--- src/rtl/ps2_host_tx.sv ---
// Host-to-device PS/2 transmitter: inhibits the bus, issues a request-to-send,
// shifts one command byte plus odd parity and stop on device clock falls, then
// checks the device ACK. Both pads are open-drain; outputs only ever pull low.
module ps2_host_tx #(
    parameter int unsigned INHIBIT_CYCLES = 6000,
    parameter int unsigned TIMEOUT_CYCLES = 1000000,
    parameter int unsigned FILTER_LEN     = 8
) (
    input  logic       mclk,
    input  logic       rst,
    input  logic [7:0] tx_data,
    input  logic       tx_start,
    input  logic       ps2c_in,
    input  logic       ps2d_in,
    output logic       ps2c_oe,
    output logic       ps2d_oe,
    output logic       busy,
    output logic       done,
    output logic       error
);

    localparam int unsigned CNT_MAX = (INHIBIT_CYCLES > TIMEOUT_CYCLES) ? INHIBIT_CYCLES
                                                                        : TIMEOUT_CYCLES;
    localparam int unsigned CNT_W   = $clog2(CNT_MAX + 1);
    localparam int unsigned FLT_W   = $clog2(FILTER_LEN + 1);
    localparam int unsigned IDX_W   = 4;
    localparam int unsigned FRAME_W = 10;

    typedef enum logic [2:0] {
        S_IDLE,
        S_INHIBIT,
        S_REQ,
        S_SHIFT,
        S_ACK,
        S_WAIT_IDLE,
        S_DONE,
        S_ERR
    } state_t;

    // Pad index 0 = PS2C, 1 = PS2D
    logic [1:0]       pad_raw;
    logic [1:0]       meta_q;
    logic [1:0]       sync_q;
    logic [1:0]       filt_q;
    logic [FLT_W-1:0] flt_cnt_q [2];
    logic             c_fall_q;

    state_t               state_q,   state_d;
    logic [CNT_W-1:0]     cnt_q,     cnt_d;
    logic [IDX_W-1:0]     bit_idx_q, bit_idx_d;
    logic [FRAME_W-1:0]   frame_q,   frame_d;
    logic                 ps2c_oe_q, ps2c_oe_d;
    logic                 ps2d_oe_q, ps2d_oe_d;
    logic                 busy_q,    busy_d;
    logic                 done_q,    done_d;
    logic                 error_q,   error_d;
    logic                 timed_out;

    assign pad_raw = {ps2d_in, ps2c_in};

    // Two-flop synchroniser, then a level filter that only moves after
    // FILTER_LEN consecutive samples disagreeing with the current level
    always_ff @(posedge mclk) begin
        if (rst) begin
            meta_q   <= 2'b11;
            sync_q   <= 2'b11;
            filt_q   <= 2'b11;
            c_fall_q <= 1'b0;
            for (int i = 0; i < 2; i++) begin
                flt_cnt_q[i] <= '0;
            end
        end else begin
            meta_q   <= pad_raw;
            sync_q   <= meta_q;
            c_fall_q <= filt_q[0] && !sync_q[0]
                        && (flt_cnt_q[0] == FLT_W'(FILTER_LEN - 1));
            for (int i = 0; i < 2; i++) begin
                if (sync_q[i] == filt_q[i]) begin
                    flt_cnt_q[i] <= '0;
                end else if (flt_cnt_q[i] == FLT_W'(FILTER_LEN - 1)) begin
                    flt_cnt_q[i] <= '0;
                    filt_q[i]    <= sync_q[i];
                end else begin
                    flt_cnt_q[i] <= flt_cnt_q[i] + FLT_W'(1);
                end
            end
        end
    end

    // FSM and datapath registers
    always_ff @(posedge mclk) begin
        if (rst) begin
            state_q   <= S_IDLE;
            cnt_q     <= '0;
            bit_idx_q <= '0;
            frame_q   <= '0;
            ps2c_oe_q <= 1'b0;
            ps2d_oe_q <= 1'b0;
            busy_q    <= 1'b0;
            done_q    <= 1'b0;
            error_q   <= 1'b0;
        end else begin
            state_q   <= state_d;
            cnt_q     <= cnt_d;
            bit_idx_q <= bit_idx_d;
            frame_q   <= frame_d;
            ps2c_oe_q <= ps2c_oe_d;
            ps2d_oe_q <= ps2d_oe_d;
            busy_q    <= busy_d;
            done_q    <= done_d;
            error_q   <= error_d;
        end
    end

    // Next-state and registered-output decode; the REQ cycle is the last
    // cycle of the PS2C inhibit window, so INHIBIT itself lasts one less
    always_comb begin
        state_d   = state_q;
        cnt_d     = cnt_q;
        bit_idx_d = bit_idx_q;
        frame_d   = frame_q;
        ps2d_oe_d = ps2d_oe_q;
        ps2c_oe_d = 1'b0;
        busy_d    = 1'b0;
        done_d    = 1'b0;
        error_d   = 1'b0;
        timed_out = 1'b0;

        if (state_q inside {S_SHIFT, S_ACK, S_WAIT_IDLE}) begin
            cnt_d     = c_fall_q ? '0 : cnt_q + CNT_W'(1);
            timed_out = !c_fall_q && (cnt_q == CNT_W'(TIMEOUT_CYCLES - 1));
        end

        case (state_q)
            S_IDLE: begin
                if (tx_start) begin
                    state_d = S_INHIBIT;
                    cnt_d   = '0;
                    frame_d = {1'b1, ~^tx_data, tx_data};
                end
            end
            S_INHIBIT: begin
                if (cnt_q >= CNT_W'(INHIBIT_CYCLES - 2)) begin
                    state_d   = S_REQ;
                    ps2d_oe_d = 1'b1;
                end else begin
                    cnt_d = cnt_q + CNT_W'(1);
                end
            end
            S_REQ: begin
                state_d   = S_SHIFT;
                bit_idx_d = '0;
                cnt_d     = '0;
            end
            S_SHIFT: begin
                if (timed_out) begin
                    state_d = S_ERR;
                end else if (c_fall_q) begin
                    ps2d_oe_d = ~frame_q[bit_idx_q];
                    bit_idx_d = bit_idx_q + IDX_W'(1);
                    if (bit_idx_q == IDX_W'(FRAME_W - 1)) begin
                        state_d = S_ACK;
                    end
                end
            end
            S_ACK: begin
                if (timed_out) begin
                    state_d = S_ERR;
                end else if (c_fall_q) begin
                    state_d = filt_q[1] ? S_ERR : S_WAIT_IDLE;
                end
            end
            S_WAIT_IDLE: begin
                if (timed_out) begin
                    state_d = S_ERR;
                end else if (filt_q == 2'b11) begin
                    state_d = S_DONE;
                end
            end
            S_DONE:  state_d = S_IDLE;
            S_ERR:   state_d = S_IDLE;
            default: state_d = S_IDLE;
        endcase

        if (!(state_d inside {S_REQ, S_SHIFT})) begin
            ps2d_oe_d = 1'b0;
        end
        ps2c_oe_d = (state_d == S_INHIBIT) || (state_d == S_REQ);
        busy_d    = state_d inside {S_INHIBIT, S_REQ, S_SHIFT, S_ACK, S_WAIT_IDLE};
        done_d    = (state_d == S_DONE);
        error_d   = (state_d == S_ERR);
    end

    assign ps2c_oe = ps2c_oe_q;
    assign ps2d_oe = ps2d_oe_q;
    assign busy    = busy_q;
    assign done    = done_q;
    assign error   = error_q;

endmodule

--- config.mk ---
export PLATFORM = sky130hd
export DESIGN_NAME = ps2_host_tx
export DESIGN_NICKNAME = d
export VERILOG_FILES = /design/src/rtl/ps2_host_tx.sv
export SDC_FILE = /design/constraint.sdc
export NUM_CORES = 1
export LEC_CHECK = 0
export ABC_AREA = 1
export CAP_MARGIN = 20
export CORE_MARGIN = 1
export CORE_UTILIZATION = 60
export DETAILED_ROUTE_END_ITERATION = 8
export GPL_ROUTABILITY_DRIVEN = 0
export PLACE_DENSITY = 0.81
export SYNTH_ARGS = -nofsm -noshare
export SYNTH_HDL_FRONTEND = slang
export SYNTH_SLANG_ARGS = --single-unit
--- constraint.sdc ---
create_clock -name mclk -period 3.95 [get_ports mclk]
set_input_delay 0.395 -clock mclk [delete_from_list [all_inputs] [get_ports mclk]]
set_output_delay 0.395 -clock mclk [all_outputs]
set_load 0.03 [all_outputs]
---- After elaboration in Yosys (flattened, before gate mapping) ----
Memory sizes are Yosys's and may differ from the RTL's.
Index checks and enable logic that the tools add are counted.
storage, ports and cells
  bits in registers ....................... 49
  bits in writable memories ............... 8
  bits of input ports ..................... 13
  output and inout bits ................... 5
  logic and storage cells ................. 131
  memories kept ........................... 1
memory list
  name       depth  bits a word  rd ports  clocked after Yosys merged registers in  wr ports  line  RTL
  flt_cnt_q  2      4            2         0                                        2         45    logic [FLT_W-1:0] flt_cnt_q [2];
operators by class
  add/subtract/negate cells ............... 4
  magnitude comparators ................... 2
  equal/unequal tests ..................... 24
  mux-type cells .......................... 56
  bitwise operators ....................... 10
  reduce and logical (&&, ||, !) cells .... 20
operators with widths
  operator                                                             number
  two-way mux 20 bit                                                   4
  one-hot mux 20 bit (3 select lines)                                  1
  two-way mux 4 bit                                                    8
  two-way mux 1 bit                                                    29
  two-way mux 3 bit                                                    9
  equality test 3 bit, second input constant                           8
  one-hot mux 3 bit (7 select lines)                                   1
  adder 20 x 1 -> 20 bit, second input constant                        1
  equality test 20 bit, second input constant                          1
  greater-or-equal comparator 20 x 13 -> 1 bit, second input constant  1
  adder 4 x 1 -> 4 bit, second input constant                          3
  equality test 3 x 2 -> 1 bit, second input constant                  4
  equality test 4 x 3 -> 1 bit, second input constant                  2
  one-hot mux 4 bit (2 select lines)                                   1
  XNOR reduction 8 bit                                                 1
  equality test 3 x 1 -> 1 bit, second input constant                  2
  inequality test 2 bit, second input constant                         3
  bitwise OR 1 bit                                                     6
  AND reduction 2 bit                                                  3
  nonzero test 2 bit                                                   3
  < comparator 4 x 5 -> 1 bit, second input constant                   1
  nonzero test 5 bit                                                   1
  binary-select mux 1 bit (select 4 bit)                               1
  equality test 4 bit, second input constant                           1
  other kinds (13)                                                     21

---- Longest topological paths before layout ----
Gate-level depths: netlist (run 1).
  depth in word-level cells ............... 9
  gate-level depth with buffers ........... 15
  gate-level depth less buffers ........... 14

---- Worst setup path before layout (run 1) ----
No wires, ideal clock.
  path type ............................... register to register
  from .................................... register cnt_q[1]
  to ...................................... register cnt_q[18]
  library setup time ...................... 132 ps
  arrival time ............................ 1485 ps
  required time ........................... 3818 ps
  slack ................................... 2333 ps
  cell stages (with the launch flop) ...... 13
  buffers on the path ..................... 0
  period minus slack after synthesis ...... 1617 ps
  cells stage by stage .................... dfxtp_1 ha_1 nand3_2 inv_1 nand2_1 nor2_2 nand2_1 nor2_2 nand3_1 nand2_1 inv_1 o21ai_1 a21oi_1
between the ends
  word-level cells in the longest chain between the ends .. 5
  elaborated cells between the ends (all ways) .. 7
  classes of those cells .................. add/sub: 1; order compare: 1; mux: 5
RTL lines
  what                                          line      RTL
  start, declared                               49        logic [CNT_W-1:0] cnt_q, cnt_d;
  start signal, assigned                        104       cnt_q <= cnt_d;
  adder 20 x 1 -> 20 bit                        130, 147
  two-way mux 20 bit                            130       cnt_d = c_fall_q ? '0 : cnt_q + CNT_W'(1);
  two-way mux 20 bit                            129       if (state_q inside {S_SHIFT, S_ACK, S_WAIT_IDLE}) begin
  two-way mux 20 bit, on equally long branches  143, 136
  one-hot mux 20 bit (3 select lines) *         134       case (state_q)
Every way passes the cells marked *; elsewhere a longest branch is shown, timed or not.
A chain may end at the register's enable or synchronous reset.

---- Worst setup path in the final report (run 1) ----
  from .................................... register cnt_q[0]
  to ...................................... register cnt_q[11]
Same word-level chain as after synthesis.

==> run metrics, run 1 <==
status complete, no violations; drt wl/cell about 13 um; Total Nets Final 481; final setup margin around 1.7 ns; Peak VDD IR 0.266 mV; Final min period around 2.2 ns; Fin Hold WS 0.437 ns; Internal 1.04 mW; CP dominant cell by count nand2_1; design area around 3600 um2; layout cells sized above 1 a little under a tenth; clock network power share approximately 46%; Crit-path slowest cell dfxtp_1; Die H about 74 um; worst slew pin tran between 0.5 and 0.6 ns; Die W 73.9 um; antenna violations before repair 0; post-DP HPWL ~5000 um; area grow syn2layout 15.0%; first-pass GRT wire length ~12000 um; Post-Synthesis Cell Area slightly above 3000 um2; Reg clk slew, reported paths around 0.07 ns; Yosys reg bits 57; mean post-synth cell area roughly 7 um2; crit path capture type flip-flop; CTS Sinks 57; DRT antenna net count 0; number of I/O pins 18; Comb pwr share around 8.7%; sw frac about a quarter; Mapped Cells 436; Cell Chain, Critical Path inv_1 -> ha_1 -> nor2_1 -> nor2_1 -> nand2_1 -> nand2_1 -> nand2_1 -> nand2_1 -> nand2_1 -> nand3_1 -> nand2_2 -> nand2_1 -> and3_1; unrepaired setup endpoints after global routing no; number of global-route vias before repair between 2000 and 3000; Layout Cells excl Fill around 530; Max Clock Freq between 400 and 500 MHz; DIE AREA between 5000 and 6000 um2; GRT Residual Overflow 0; Worst-Skew Late Latency around 0.33 ns; row cnt 25; Max-slew headroom 61.1%; Critical path buffers and inverters 1; starting density of the core about 64%; sw power between 0.3 and 0.4 mW; Power Density 382 nW/um2; Power, Total roughly 1.4 mW; Max H-tree Level 3; area of the core between 4000 and 5000 um2; WL final approximately 7000 um; drt first-iter violations approximately 150; final design utilization about 74%; Pleak 1.46 nW; Largest delay share family, worst path simple AND/OR/NAND/NOR gates; CTS max path bufs 2; Crit path arrival time around 2.4 ns; Reg2Reg Setup Slack roughly 1.7 ns; DR vias between 2000 and 3000; fillcell total 371; crit-path max cell delay ~0.42 ns; TNS Setup 0 ns; commonest non-fill, non-tap cell in the layout nand2_1; final setup fails 0; Pre-antenna DRT Iters 5; maxcap violations 0; clock skew around 0.005 ns; Tcrit/Tclk final approximately 56%; commonest non-fill, non-tap cells in the layout nand2_1 (76), inv_1 (55), dfxtp_1 (49); Seq/Total Area, Yosys approximately 39%; routed vias/inst 5.55; Crit Path Category reg2reg; number of post-CTS setup repair buffers 0; drt drc 0; largest net degree at the start of global routing 31; clock root buffer clkbuf_8; CP required approximately 4.2 ns; crit path max fanout 12; placed instance area about 3300 um2; clock tree from TritonCTS done; GRT Total Usage 28.8%; hold buffers post-CTS 0; # port buffers 17; startpoint types flip-flop; Min-Delay Path Class reg2reg; Seq pwr share 45.3%; synth warn 0; Distinct cells, synth 38; Setup WS pre-CTS 1.66 ns; placed insts around 520; post_cts resized 0; diode count 0; Pins Over Slew Limit 0; final hold viol count 0; Num CTS Buffers 9
[cells by family (layout without fill, tap and decap cells)]
kind of cell	after synthesis	in the layout	synth area share [%]
compound gates	86	86	15.2
buf+inv	67	90	8.46
fa+ha+maj	7	7	2.82
simple gates	206	206	30.7
flops	57	57	39.3
other cells	1	8	0.121
xor+xnor	12	12	3.39
[flip-flops by register name, indices dropped and copies added, names as in the netlist, 2 cells and up]
name / count
cnt_q: 20
frame_q: 10
flt_cnt_q: 8
bit_idx_q: 4
state_q: 3
filt_q: 2
meta_q: 2
sync_q: 2
[worst register-to-register path, stage by stage (launching register included)]
cell and delay (ns):
dfxtp_1 0.42, inv_1 0.08, ha_1 0.20, nor2_1 0.10
nor2_1 0.05, nand2_1 0.06, nand2_1 0.05, nand2_1 0.08
nand2_1 0.05, nand2_1 0.07, nand3_1 0.38, nand2_2 0.34
nand2_1 0.09, and3_1 0.16
[synth_stat cells, drive strengths merged]
| master | n | area share [%] |
|---|---|---|
| nor2 | 54 | 7.5 |
| dfxtp | 49 | 32 |
| edfxtp | 8 | 7.7 |
| a31oi | 1 | 0.20 |
| o21a | 1 | 0.24 |
| nand4 | 2 | 0.40 |
| or2 | 5 | 1.0 |
| nor3 | 10 | 1.6 |
| o21bai | 1 | 0.36 |
| and3 | 1 | 0.20 |
| nand2 | 83 | 11 |
| nor3b | 1 | 0.24 |
| inv | 56 | 6.8 |
| nand3 | 48 | 8.4 |
| o21ai | 30 | 5.0 |
| buf | 5 | 0.97 |
| clkbuf | 6 | 0.73 |
| o22ai | 1 | 0.20 |
| o2111ai | 1 | 0.28 |
| o211ai | 3 | 0.73 |
| ha | 7 | 2.8 |
| a21oi | 43 | 6.9 |
| o311ai | 1 | 0.28 |
| nor4 | 1 | 0.20 |
| nand3b | 1 | 0.24 |
| xor2 | 5 | 1.4 |
| xnor2 | 7 | 2.0 |
| a211oi | 4 | 0.97 |
| conb | 1 | 0.12 |
[cell type report]
cell class	instances	area (um2)	area share (%)
Clock buffer	11	151	4.24
Multi-Input combinational cell	319	1650	46.1
Inverter	56	210	5.89
Timing Repair Buffer	18	178	4.98
Tap cell	67	83.8	2.35
Sequential cell	57	1220	34.2
Clock inverter	5	77.6	2.17
[power by group through the flow]
stage               Sequential, mW  Clock (mW)  Combinational [mW]
global placement             0.629           0               0.113
detailed placement           0.630           0               0.115
CTS                          0.617       0.630               0.117
global route                 0.620       0.657               0.132
floorplan                    0.631           0              0.0789
finish                       0.617       0.627               0.119
[path summary, 6_finish.rpt]
path / from / end / cells after the start
max: cnt_q[0] / cnt_q[11] / 13
max reg2reg: cnt_q[0] / cnt_q[11] / 13
min reg2reg: meta_q[1] / sync_q[1] / 1
min: meta_q[1] / sync_q[1] / 1
[per-layer routing]
| metal | global-route usage [%] | share of wire (%) |
|---|---|---|
| met1 | 34.0 | 44 |
| met2 | 50.3 | 49 |
| met3 | 6.78 | 5.2 |
| met4 | 11.3 | 1.3 |
| met5 | 0 | 0 |
Note: power is estimated with default switching activity, not from simulation.
==> run 2: changes to the inputs <==
--- a/config.mk
+++ b/config.mk
@@ -8,10 +8,10 @@
 export ABC_AREA = 1
 export CAP_MARGIN = 20
 export CORE_MARGIN = 1
-export CORE_UTILIZATION = 60
+export CORE_UTILIZATION = 59
 export DETAILED_ROUTE_END_ITERATION = 8
 export GPL_ROUTABILITY_DRIVEN = 0
-export PLACE_DENSITY = 0.81
+export PLACE_DENSITY = 0.8
 export SYNTH_ARGS = -nofsm -noshare
 export SYNTH_HDL_FRONTEND = slang
 export SYNTH_SLANG_ARGS = --single-unit
==> constraint.sdc (replaced) <==
create_clock -name mclk -period 2.2 [get_ports mclk]
set_input_delay 0.22 -clock mclk [delete_from_list [all_inputs] [get_ports mclk]]
set_output_delay 0.22 -clock mclk [all_outputs]
set_load 0.03 [all_outputs]
==> run 2 against run 1 <==
  * Via count shrank 1.2%
  * Power increased by 58%
  * Clock power increased by 31%
  * Utilization decreased by 4.0 points
  * Critical endpoint is now cnt_q[18]
  * Largest power group is now sequential cells
==> run metrics, run 2 (synthesized netlist as in run 1, its figures left out) <==
CP required 2.40 ns (-1.78 ns); register area 1220 um2 (unchanged); multi-input logic area 1650 um2 (unchanged); Internal 1.62 mW (+56%); startpoint types flip-flop; Total Nets Final 485 (+0.83%); Tcrit/Tclk final 89.0% (+33 points); clock tree from TritonCTS done; row cnt 26 (+4.0%); Critical R2R Capture cnt_q[18]; clock skew 0.00584 ns (+0.000736 ns); hold buffers post-CTS 0 (unchanged); Reg2Reg Depth 12 (-1); clock network power share 38.3% (-7.7 points); antenna violations before repair 0 (unchanged); commonest non-fill, non-tap cells in the layout nand2_1 (76), inv_1 (55), dfxtp_1 (49); Largest Register cnt_q; CTS Sinks 57 (unchanged); area of the core 5070 um2 (+4.7%); Reg2Reg Setup Slack 0.24 ns (-1.49 ns); maxcap violations 0 (unchanged); Die H 74.5 um (+0.82%); Power Density 608 nW/um2 (+59%); status complete, no violations; Worst-Skew Late Latency 0.33 ns (about the same); Reg clk slew, reported paths 0.06 ns (about the same); commonest non-fill, non-tap cell in the layout nand2_1; Reg-to-Reg Start cnt_q[1]; Num CTS Buffers 9 (unchanged); Pre-antenna DRT Iters 5 (unchanged); DIE AREA 5560 um2 (+1.6%); Pleak 1.45 nW (-1.1%); number of I/O pins 18 (unchanged); clock root buffer clkbuf_8; number of post-CTS setup repair buffers 0 (unchanged); drt first-iter violations 168 (+14%); max FFs per register 20 (unchanged); min-delay src meta_q[0]; drt wl/cell 12.8 um (-3.0%); starting density of the core 61.2% (-2.9 points); routed vias/inst 5.41 (-2.4%); final design utilization 69.6% (-4.0 points); Max Clock Freq 511 MHz (+13%); number of global-route vias before repair 2591 (-9.0%); final setup fails 0 (unchanged); layout cells sized above 1 8.94% (-0.51 points); fillcell total 448 (+21%); sw frac 24.6% (+0.93 points); crit path max fanout 5 (-7); Crit Path Category reg2reg; first-pass GRT wire length 11000 um (-9.2%); unrepaired setup endpoints after global routing no; drt drc 0 (unchanged); Crit path arrival time 2.16 ns (-0.28 ns); # port buffers 17 (unchanged); Peak VDD IR 0.413 mV (+55%); diode count 0 (unchanged); area grow syn2layout 13.8%; GRT Residual Overflow 0 (unchanged); Min-Delay Path Class reg2reg; Hold Path Cell Cnt 1 (unchanged); Power, Total 2.15 mW (+58%); DR vias 2922 (-1.2%); WL final 6890 um (-1.7%); CTS max path bufs 2 (unchanged); GRT Total Usage 26.6% (-2.2 points); Die W 74.5 um (+0.82%); largest net degree at the start of global routing 30 (-3.2%); Max H-tree Level 3 (unchanged); TNS Setup 0 ns (unchanged); Comb pwr share 10.1% (+1.4 points); DRT antenna net count 0 (unchanged); Seq pwr share 51.6% (+6.3 points); Final min period 1.96 ns (-0.259 ns); Pins Over Slew Limit 0 (unchanged); final hold viol count 0 (unchanged); WHS Endpoint sync_q[0]; post_cts resized 0 (unchanged); biggest regs cnt_q: 20 flops, frame_q: 10 flops, flt_cnt_q: 8 flops; crit path capture type flip-flop; post-DP HPWL 4950 um (+0.88%); sw power 0.530 mW (+64%)
[run 2: layout make-up]
type | instances | share of cell area [%]
multi-input combinational | 319 | 46.6
clock buffer | 16 | 4.53
tap | 70 | 2.48
timing repair buffer | 22 | 5.88
sequential | 57 | 34.6
inverter | 56 | 5.95
[run 2: routing by layer]
metal | vias up | GRT usage (%) | wire (um)
met5 | - | 0 | 0
met4 | 0 | 10.5 | 107
met3 | 10 | 8.54 | 447
met2 | 104 | 44.7 | 3230
met1 | 1325 | 31.4 | 3110
li1 | 1483 | - | -
[run 2: worst max path at each step]
stage | cells after the start | end | startpoint
finish | 12 | cnt_q[18] | cnt_q[1]
global route | 13 | cnt_q[19] | cnt_q[0]
CTS | 12 | cnt_q[18] | cnt_q[1]
detailed placement | 13 | cnt_q[4] | cnt_q[0]
global placement | 13 | cnt_q[4] | cnt_q[0]
floorplan | 12 | cnt_q[18] | cnt_q[1]
[run 2: critical path, stage by stage (launching register included)]
cell and delay (ns):
dfxtp_1 0.41, ha_1 0.23, nand3_2 0.11, inv_1 0.07, nand2_1 0.09, nor2_2 0.15
nand2_1 0.12, nor2_2 0.23, nand3_1 0.13, nand2_1 0.08, inv_1 0.04, o21ai_1 0.10
a21oi_1 0.07
[run 2: stage by stage]
stage	hold WS, ns	cell area, um2	setup WS, ns	cells
6_report	0.407	3530	0.243	540
5_1_grt	0.432	3530	0.00122	540
4_1_cts	0.406	3530	0.253	540
3_5_place_dp	0.398	3370	0.298	524
3_3_place_gp	0.394	3370	0.381	524
2_1_floorplan	0.324	3130	0.583	443
[run 2: power by group through the flow]
stage / registers (mW) / clock network, mW / logic, mW
2_1_floorplan: 1.13 / 0 / 0.142
3_3_place_gp: 1.13 / 0 / 0.212
3_5_place_dp: 1.13 / 0 / 0.214
4_1_cts: 1.11 / 0.843 / 0.215
5_1_grt: 1.11 / 0.885 / 0.241
6_report: 1.11 / 0.823 / 0.218
==> run 3: changes to the inputs <==
--- a/config.mk
+++ b/config.mk
@@ -8,10 +8,10 @@
 export ABC_AREA = 1
 export CAP_MARGIN = 20
 export CORE_MARGIN = 1
-export CORE_UTILIZATION = 59
+export CORE_UTILIZATION = 60
 export DETAILED_ROUTE_END_ITERATION = 8
 export GPL_ROUTABILITY_DRIVEN = 0
-export PLACE_DENSITY = 0.8
+export PLACE_DENSITY = 0.81
 export SYNTH_ARGS = -nofsm -noshare
 export SYNTH_HDL_FRONTEND = slang
 export SYNTH_SLANG_ARGS = --single-unit
==> constraint.sdc (replaced) <==
create_clock -name mclk -period 2.35 [get_ports mclk]
set_input_delay 0.235 -clock mclk [delete_from_list [all_inputs] [get_ports mclk]]
set_output_delay 0.235 -clock mclk [all_outputs]
set_load 0.03 [all_outputs]
==> run 3 against run 2 <==
  * Global-route usage up 0.79 points
  * Critical endpoint is now done
  * Maximum frequency down 3.4%
  * Register-to-register slack improved by 0.08 ns
  * Clock-buffer cell count decreased by 3
==> run metrics, run 3 (synthesized netlist as in run 1, its figures left out) <==
TNS Setup 0 ns (unchanged); clock root buffer clkbuf_8; Num CTS Buffers 9 (unchanged); Layout Cells excl Fill 537 (-0.56%); largest net degree at the start of global routing 30 (unchanged); commonest non-fill, non-tap cell in the layout nand2_1; Max H-tree Level 3 (unchanged); area grow syn2layout 14.6%; number of global-route vias before repair 2621 (+1.2%); # port buffers 17 (unchanged); starting density of the core 64.0% (+2.9 points); area of the core 4850 um2 (-4.5%); post_cts resized 0 (unchanged); final design utilization 73.4% (+3.8 points); WL final 6820 um (-0.96%); final setup fails 0 (unchanged); Peak VDD IR 0.544 mV (+32%); sw frac 24.1% (-0.53 points); biggest regs cnt_q: 20 flops, frame_q: 10 flops, flt_cnt_q: 8 flops; drt first-iter violations 148 (-12%); placed insts 521 (-0.57%); Internal 1.62 mW (-0.15%); diode count 0 (unchanged); Min-Delay Path Class reg2reg; clock network power share 41.8% (+3.5 points); post-DP HPWL 4960 um (+0.12%); DIE AREA 5470 um2 (-1.6%); Max Clock Freq 494 MHz (-3.4%); hold buffers post-CTS 0 (unchanged); Crit path arrival time 2.28 ns (+0.12 ns); Pins Over Slew Limit 0 (unchanged); Worst-Skew Late Latency 0.34 ns (about the same); Power Density 599 nW/um2 (-1.5%); crit path max fanout 5 (unchanged); row cnt 25 (-3.8%); Tcrit/Tclk final 86.2% (-2.8 points); final hold viol count 0 (unchanged); Die H 73.9 um (-0.81%); GRT Residual Overflow 0 (unchanged); antenna violations before repair 0 (unchanged); layout cells sized above 1 9.57% (+0.64 points); max FFs per register 20 (unchanged); clock skew 0.00733 ns (+0.00148 ns); CP required 2.60 ns (+0.20 ns); Largest Register cnt_q; maxcap violations 0 (unchanged); Power, Total 2.13 mW (-0.85%); placed instance area 3370 um2 (-0.11%); number of post-CTS setup repair buffers 0 (unchanged); Total Nets Final 485 (unchanged); Crit Path Category reg2reg; clock tree from TritonCTS done; drt drc 0 (unchanged); Reg clk slew, reported paths 0.06 ns (about the same); CTS Sinks 57 (unchanged); design area 3560 um2 (+0.71%); CTS max path bufs 2 (unchanged); first-pass GRT wire length 11300 um (+2.7%); DRT antenna net count 0 (unchanged); Pleak 1.47 nW (+1.3%); sw power 0.514 mW (-3.0%); Comb pwr share 9.5% (-0.6 points); number of I/O pins 18 (unchanged); DR vias 2877 (-1.5%); drt wl/cell 12.7 um (-0.41%); Final min period 2.03 ns (+0.0688 ns); routed vias/inst 5.36 (-0.99%); Die W 73.9 um (-0.81%); status complete, no violations; unrepaired setup endpoints after global routing no; Pre-antenna DRT Iters 7 (+2); GRT Total Usage 27.4% (+0.79 points); commonest non-fill, non-tap cells in the layout nand2_1 (76), inv_1 (55), dfxtp_1 (49); startpoint types flip-flop; Seq pwr share 48.7% (-2.9 points); crit path capture type flip-flop
==> run 3: cell types whose count changed in the layout (fill, tap and decap cells not counted), sizes merged <==
| cell | previous run | this run |
|---|---|---|
| clkbuf | 16 | 13 |
| clkinv | 0 | 2 |
| bufinv | 0 | 1 |
==> run 3: cell type report <==
class | instances | area, um2
clock buffer | 13 | 149
timing repair buffer | 22 | 208
inverter | 56 | 210
tap | 67 | 83.8
fill | 409 | 1290
clock inverter | 3 | 40.0
multi-input combinational | 319 | 1650
sequential | 57 | 1220
==> run 3: power groups by stage <==
stage	Sequential, mW	Combinational (mW)	Clock (mW)
final	1.04	0.203	0.890
after global placement	1.06	0.197	0
after CTS	1.04	0.203	0.899
after global routing	1.04	0.227	0.943
after floorplan	1.06	0.133	0
after detailed placement	1.06	0.201	0
==> run 3: stage by stage <==
step / worst slack [ns] / hold WS (ns)
after floorplan: 0.733 / 0.339
after global placement: 0.414 / 0.395
after detailed placement: 0.342 / 0.397
after CTS: 0.312 / 0.411
after global routing: 0.110 / 0.416
final: 0.324 / 0.411
==> run 3: final timing paths <==
path                            depth (start not counted)  slack, ns   endpoint  startpoint
worst min-delay path                                    1       0.41  sync_q[0]   meta_q[0]
worst max register to register                         11       0.32       done    cnt_q[1]
worst max-delay path                                   11       0.32       done    cnt_q[1]
worst min register to register                          1       0.41  sync_q[0]   meta_q[0]
==> run 3: routing by layer <==
metal  vias to the layer above  track usage (%)  part of all wire (%)
met5                         -                0                     0
met4                         0             13.5                   2.3
met3                        16             4.47                   5.9
met2                        88             47.9                    48
met1                      1285             32.6                    44
li1                       1488                -                     -
==> run 3: worst max-delay path: stages, from the launching register on <==
cell and delay [ns]:
dfxtp_1 0.41, ha_1 0.23, nand3_2 0.12, nor2_1 0.22, nand3_2 0.18, o21ai_0 0.22
nand2_1 0.09, nand2_2 0.11, nor2_4 0.05, inv_1 0.09, nand2_1 0.08, a21oi_1 0.15
